===== src/rtl/vga_timing.sv =====
// vga_timing -- VGA raster timing generator (default 800x600@60, 40 MHz).
//
// Produces the registered timing bus consumed by the first video pipeline
// stage. Counts advance only on cycles with ce=1. Blank and sync flags are
// decoded from the next-count values, so each flag is registered on the same
// edge as the count it describes and there is no skew between them.
//
// Ports:
//   clk          pixel clock
//   rst          asynchronous reset, active low
//   ce           pixel enable
//   hcount       pixel column, 0..H_TOTAL-1 (11 bits)
//   hsync        horizontal sync, active level SYNC_POL
//   hblnk        1 while hcount >= H_ACTIVE
//   vcount       line, 0..V_TOTAL-1 (11 bits)
//   vsync        vertical sync, active level SYNC_POL, line aligned
//   vblnk        1 while vcount >= V_ACTIVE
//   frame_start  one-cycle pulse when the counters wrap to (0,0)
//   frame_cnt    16-bit frame counter (only with VGA_TIMING_FRAME_CNT_EN)
//
// Optional feature macro: VGA_TIMING_FRAME_CNT_EN adds the frame_cnt output.
// H_TOTAL and V_TOTAL must not exceed 2048.

module vga_timing #(
    parameter int   H_ACTIVE = 800,
    parameter int   H_FP     = 40,
    parameter int   H_SYNC   = 128,
    parameter int   H_BP     = 88,
    parameter int   V_ACTIVE = 600,
    parameter int   V_FP     = 1,
    parameter int   V_SYNC   = 4,
    parameter int   V_BP     = 23,
    parameter logic SYNC_POL = 1'b1
) (
    input  logic        clk,
    input  logic        rst,
    input  logic        ce,
    output logic [10:0] hcount,
    output logic        hsync,
    output logic        hblnk,
    output logic [10:0] vcount,
    output logic        vsync,
    output logic        vblnk,
    output logic        frame_start
`ifdef VGA_TIMING_FRAME_CNT_EN
   ,output logic [15:0] frame_cnt
`endif
);

    localparam int H_TOTAL = H_ACTIVE + H_FP + H_SYNC + H_BP;
    localparam int V_TOTAL = V_ACTIVE + V_FP + V_SYNC + V_BP;

    localparam logic [10:0] H_LAST = 11'(H_TOTAL - 1);
    localparam logic [10:0] V_LAST = 11'(V_TOTAL - 1);
    localparam logic [10:0] H_ACT  = 11'(H_ACTIVE);
    localparam logic [10:0] V_ACT  = 11'(V_ACTIVE);
    // Inclusive sync windows.
    localparam logic [10:0] H_SS   = 11'(H_ACTIVE + H_FP);
    localparam logic [10:0] H_SE   = 11'(H_ACTIVE + H_FP + H_SYNC - 1);
    localparam logic [10:0] V_SS   = 11'(V_ACTIVE + V_FP);
    localparam logic [10:0] V_SE   = 11'(V_ACTIVE + V_FP + V_SYNC - 1);

    logic        h_wrap;
    logic        v_wrap;
    logic [10:0] h_next;
    logic [10:0] v_next;

    always_comb begin
        h_wrap = (hcount == H_LAST);
        v_wrap = (vcount == V_LAST);
        h_next = h_wrap ? 11'd0 : hcount + 11'd1;
        v_next = vcount;
        if (h_wrap)
            v_next = v_wrap ? 11'd0 : vcount + 11'd1;
    end

    always_ff @(posedge clk or negedge rst) begin
        if (!rst) begin
            hcount      <= 11'd0;
            vcount      <= 11'd0;
            hblnk       <= 1'b0;
            vblnk       <= 1'b0;
            hsync       <= ~SYNC_POL;
            vsync       <= ~SYNC_POL;
            frame_start <= 1'b0;
`ifdef VGA_TIMING_FRAME_CNT_EN
            frame_cnt   <= 16'd0;
`endif
        end else begin
            // The pulse lasts one clock even if ce drops right after it.
            frame_start <= 1'b0;
            if (ce) begin
                hcount      <= h_next;
                vcount      <= v_next;
                hblnk       <= (h_next >= H_ACT);
                vblnk       <= (v_next >= V_ACT);
                hsync       <= (h_next >= H_SS && h_next <= H_SE) ? SYNC_POL : ~SYNC_POL;
                vsync       <= (v_next >= V_SS && v_next <= V_SE) ? SYNC_POL : ~SYNC_POL;
                frame_start <= h_wrap & v_wrap;
`ifdef VGA_TIMING_FRAME_CNT_EN
                if (h_wrap && v_wrap)
                    frame_cnt <= frame_cnt + 16'd1;
`endif
            end
        end
    end

endmodule


===== config.mk =====
export PLATFORM = sky130hd
export DESIGN_NAME = vga_timing
export DESIGN_NICKNAME = d
export VERILOG_FILES = /design/src/rtl/vga_timing.sv
export SDC_FILE = /design/constraint.sdc
export NUM_CORES = 1
export LEC_CHECK = 0
export BUFFER_PORTS_ARGS = -buffer_cell sky130_fd_sc_hd__buf_2
export CAP_MARGIN = 20
export CORE_UTILIZATION = 50
export DETAILED_ROUTE_END_ITERATION = 7
export PLACE_DENSITY = 0.83
export SYNTH_ARGS = -nofsm -noshare
export SYNTH_HDL_FRONTEND = slang
export SYNTH_SLANG_ARGS = --single-unit

===== constraint.sdc =====
create_clock -name clk -period 2.67 [get_ports clk]
set_input_delay 0.1335 -clock clk [delete_from_list [all_inputs] [get_ports clk]]
set_output_delay 0.1335 -clock clk [all_outputs]
set_load 0.005 [all_outputs]

# [Word-level counts from Yosys, hierarchy flattened]
# Index checks and enable logic that the tools add are counted.
[totals] output_inout_bits=27 elab_cells=26 ff_bits=27 inputBits=3
[classes] bitwise=1 add_sub_neg=2 order_cmp=6 mux=6 n_reduce_logical=2 n_eq_ne=2
[ops] op=">= comparator 11 x 10 -> 1 bit, second input constant" count=4
[ops] op="2-to-1 mux 11 bit" count=3
[ops] op="adder 11 x 1 -> 11 bit, second input constant" count=2
[ops] op="<= comparator 11 x 10 -> 1 bit, second input constant" count=2
[ops] op="== test 11 x 10 -> 1 bit, second input constant" count=1
[ops] op="== test 11 bit, second input constant" count=1
[ops] op="2-to-1 mux 1 bit" count=3
[ops] op="logical AND 1 bit" count=2
[ops] op="AND 1 bit" count=1

# [Longest topological paths before layout]
[logic_depth] word_depth=6 depth_mapped=11 mapped_depth_nobuf=8

# [Worst setup path before layout]
# No wires, ideal clock.
[synth_timing] kind="flip-flop to flip-flop" startpoint="reg hcount[1]" endpoint="reg vsync" setup_time_ns=0.135 period_less_slack_ns=2.185 path_buffers=1 arrival_ns=2.051 stages_incl_launch_ff=10 setup_slack_ns=0.485 required_ns=2.535 path_cell_list="dfrtp_1 ha_1 and4_1 buf_2 nand3_4 or4_4 o2111ai_1 o22ai_1 a22oi_2 o22ai_1"
[synth_between] elab_chain_len=5 elab_cells_between_ends=6 classes_between="order compare (2); eq/ne (1); mux (2); reduce/logical (1)"
[synth_rtl] item="from (decl)" line_no="38" text="output logic [10:0] hcount,"
[synth_rtl] item="from (signal assigned)" line_no="93" text="hcount <= h_next;"
[synth_rtl] item="== test 11 bit (*)" line_no="69" text="h_wrap = (hcount == H_LAST);"
[synth_rtl] item="2-to-1 mux 11 bit (*)" line_no="73" text="if (h_wrap)"
[synth_rtl] item=">= comparator 11 x 10 -> 1 bit / <= comparator 11 x 10 -> 1 bit (equally long branches)" line_no="98" text="vsync <= (v_next >= V_SS && v_next <= V_SE) ? SYNC_POL : ~SYNC_POL;"
[synth_rtl] item="logical AND 1 bit (*)" line_no="98"
[synth_rtl] item="2-to-1 mux 1 bit (*)" line_no="98"
[synth_rtl] item="to (signal assigned)" line_no="84" text="vsync <= ~SYNC_POL;"
[synth_rtl] item="to (signal assigned)" line_no="98"
[synth_rtl] item="to (decl)" line_no="42" text="output logic vsync,"
# Every way passes the cells marked *; elsewhere a longest branch is shown, timed or not.
# A chain may end at the register's enable or synchronous reset.

# [Final worst setup path]
# Same ends and word-level chain as after synthesis.

==> results.md <==
- Mapped Cells: 211
- Leak Pwr: 0.852 nW
- F_max: 411 MHz
- 1st-iter DRT viols: 73
- Detailed Route WL: about 4000 um
- Pwr per Cell Area: 594 nW/um2
- Die area: 3880 um2
- Mapped Area: 1820 um2
- Die Ht: 62.3 um
- CP Launch Type: flop
- Root Buffer: clkbuf_4
- Layout cells sized above 1: a little over a fifth
- DRC Markers: 0
- NetSw: 0.000465 W
- Post-route cell area: 2020 um2
- Worst hold path type: in -> reg
- 1st-pass router iterations: 4
- First-pass GRT wire length: 6840 um
- Routability-driven placement congestion ratio: 0.871
- Pin slew with the least headroom to its limit: 0.607 ns
- Rows: 21
- Final setup fails: 0
- Area of placed instances: 1970 um2
- CTS clk-pin slew, worst paths: ~0.18 ns
- Die Wd: 62.3 um
- Crit. End Element: flop
- Clock Power Share: 16.8%
- Status: complete, no violations
- Hold Crit Depth: 3
- Via-to-Cell Ratio: 5.94
- Routed vias: between 1,500 and 2,000
- RSZ-0062 raised after global routing: false
- Slew Limit Fails: 0
- Max_cap viols: 0
- Num CTS Buffers: 3
- CTS tree: done
- Crit-path max FO: 10
- Largest net degree at the start of global routing: 30
- WHS: 0.227 ns
- Input/output buffers: 29
- # clock sinks: 27
- Async SR Flop Fraction: 100%
- WL/cell: 14.6 um
- Total track usage: 22.2%
- Number of synthesized flops with an enable pin: 0
- Worst Path Arrival: 2.66 ns
- Ant diodes: 0
- Core footprint: 3420 um2
- Rel. slew slack: 59.5%
- Gr ovfl total: 0
- CTS Buffer Depth: 2
- Seq cells post-synth: 27
- Initial antenna violation count: 0
- Worst Reg-to-Reg Cells: 7
- Critical path class: reg -> reg
- Insertion delay to the later sink of the worst-skew pair: approximately 0.37 ns
- Main synth FF type: dfrtp_1
- Warning count from the yosys run: 0
- Total power: 0.00120 W
- Vias in the first global route: 1,472
- VDD IR max: 0.334 mV
- Syn nets: 217
- Register area share after synthesis: 37.2%
- Switching portion of total power: a little under 40%
- Final worst-path cycle share: 91.0%
- TNS Setup: 0 ns
- I/O pin cnt: 30
- Combinational cell fraction of total power: 35.2%
- Post-DP HPWL: 2950 um
- Initial Util: 53.2%
- Flop pwr share: about 48%
- Worst EP required: 2.90 ns
- Layout area overhead: 11.2%
- Antenna-violating nets left: 0
- Library cells used by synthesis: 49
- Internal power: 0.000735 W
- Fill cells: 323
- Skew final: 0.0246 ns
- Final hold vios: 0
- H-tree levels: 1
- Setup WS post-layout: 0.239 ns
- Final worst path period need: 2.43 ns
- Number of nets in the layout: 240
- DP Worst Slack: 0.148 ns
- Synthesized area per cell: 8.61 um2
-- cell families (layout without fill, tap and decap cells) --
group	after synthesis	after routing	share of synthesized area, %
AO/OA/AOI/OAI	52	52	18.9
flip-flops	27	27	37.2
adder cells (fa/ha/maj)	3	3	2.07
XOR/XNOR	13	13	6.27
multiplexers	4	4	2.27
buffers and inverters	24	46	5.99
AND/OR/NAND/NOR	88	88	27.3
-- power groups by stage --
stage	logic (W)	clock network, W	registers, W
floorplan	0.000295	0	0.000572
global placement	0.000411	0	0.000578
detailed placement	0.000417	0	0.000584
CTS	0.000422	0.000201	0.000575
global route	0.000471	0.000225	0.000592
finish	0.000423	0.000202	0.000575
-- layout make-up --
type                    count  area, um2  area share, %
clock buffers               3       22.5           1.12
clock inverters             1       7.51          0.372
inverters                   8       30.0           1.49
multi-input cells         160       1040           51.5
flip-flops and latches     27        676           33.5
well taps                  46       57.6           2.85
repair buffers             34        185           9.17
-- worst paths after layout --
path | startpoint | end | slack (ns)
min reg2reg | hsync$_DFFE_PN0P_ | hsync$_DFFE_PN0P_ | 0.54
max in group asynchronous | rst | vcount[8]$_DFFE_PN0P_ | 1.98
max | hcount[1]$_DFFE_PN0P_ | vsync$_DFFE_PN0P_ | 0.24
max reg2reg | hcount[1]$_DFFE_PN0P_ | vsync$_DFFE_PN0P_ | 0.24
min | ce | hsync$_DFFE_PN0P_ | 0.23
min in group asynchronous | rst | vcount[10]$_DFFE_PN0P_ | 0.28
-- layout by cell type (no fill, tap or decap), types with 2 or more instances in the layout --
cell type and count:
xor2_1 2, nand3_1 9, ha_1 3, nor3_1 5, nand4_1 8, o22ai_1 4, nand2_1 24, o211ai_1 2
xnor2_1 11, and2_1 2, nor2_1 15, o31ai_1 4, a21oi_1 9, and4_1 3, or4_1 2, clkbuf_4 3
dfrtp_1 27, a31oi_1 3, nor2b_1 2, buf_4 4, inv_1 8, buf_2 29, and3_1 3, nor4_1 2
o2111ai_1 2, o41ai_1 3, o21ai_0 15, or3_1 2, mux2i_1 3
-- flip-flops by register name, summed over array words and instances (netlist names) --
name / cells
hcount: 11
hblnk: 1
vcount: 11
vsync: 1
vblnk: 1
frame_start: 1
hsync: 1
-- metrics by stage --
step / util, % / instances
2_1_floorplan: - / 211
3_3_place_gp: 57.7 / 274
3_5_place_dp: 57.7 / 274
4_1_cts: 58.9 / 279
5_1_grt: 59.1 / 279
6_report: 59.1 / 279
-- metal layers --
metal | vias up | track usage (%) | part of all wire, %
met3 | 7 | 2.21 | 5.3
met1 | 773 | 32.0 | 48
met5 | - | 0 | 0
met4 | 0 | 9.59 | 2.1
met2 | 55 | 33.8 | 44
li1 | 822 | - | -
-- critical path: stages, from the launching register on --
cell,delay [ns]
dfrtp_1,0.46
ha_1,0.28
and4_2,0.36
nand3_4,0.16
or4_4,0.57
and4_1,0.22
o211ai_1,0.12
o22ai_1,0.12
-- synth_stat cells, drive strengths merged (2+ instances only) --
cell	number	area, um2
or4	3	26.3
inv	8	30.0
clkbuf	5	18.8
o41ai	4	42.6
o211ai	2	15.0
nand3	10	62.6
a22oi	2	20.0
nor2b	2	12.5
and4	4	35.0
xnor2	11	96.3
a31oi	3	18.8
a21oi	9	45.0
o21ai	16	80.1
dfrtp	27	676
ha	3	37.5
and2	2	12.5
buf	11	60.1
nand4	8	50.1
o22ai	4	25.0
nor2	15	56.3
nor3	6	35.0
or3	2	12.5
mux2i	3	30.0
o2111ai	2	17.5
and3	4	25.0
o31ai	5	37.5
nand2	24	90.1
xor2	2	17.5
nor4	3	33.8
-- timing repair --
action                                  4_1_cts  5_1_grt
setup buffers                                 0        0
hold buffers                                  1        0
endpoints found under the setup margin        0        7
hold endpoints to repair                     27        0
gates resized for setup                       0        4
(Power assumes the default switching activity.)
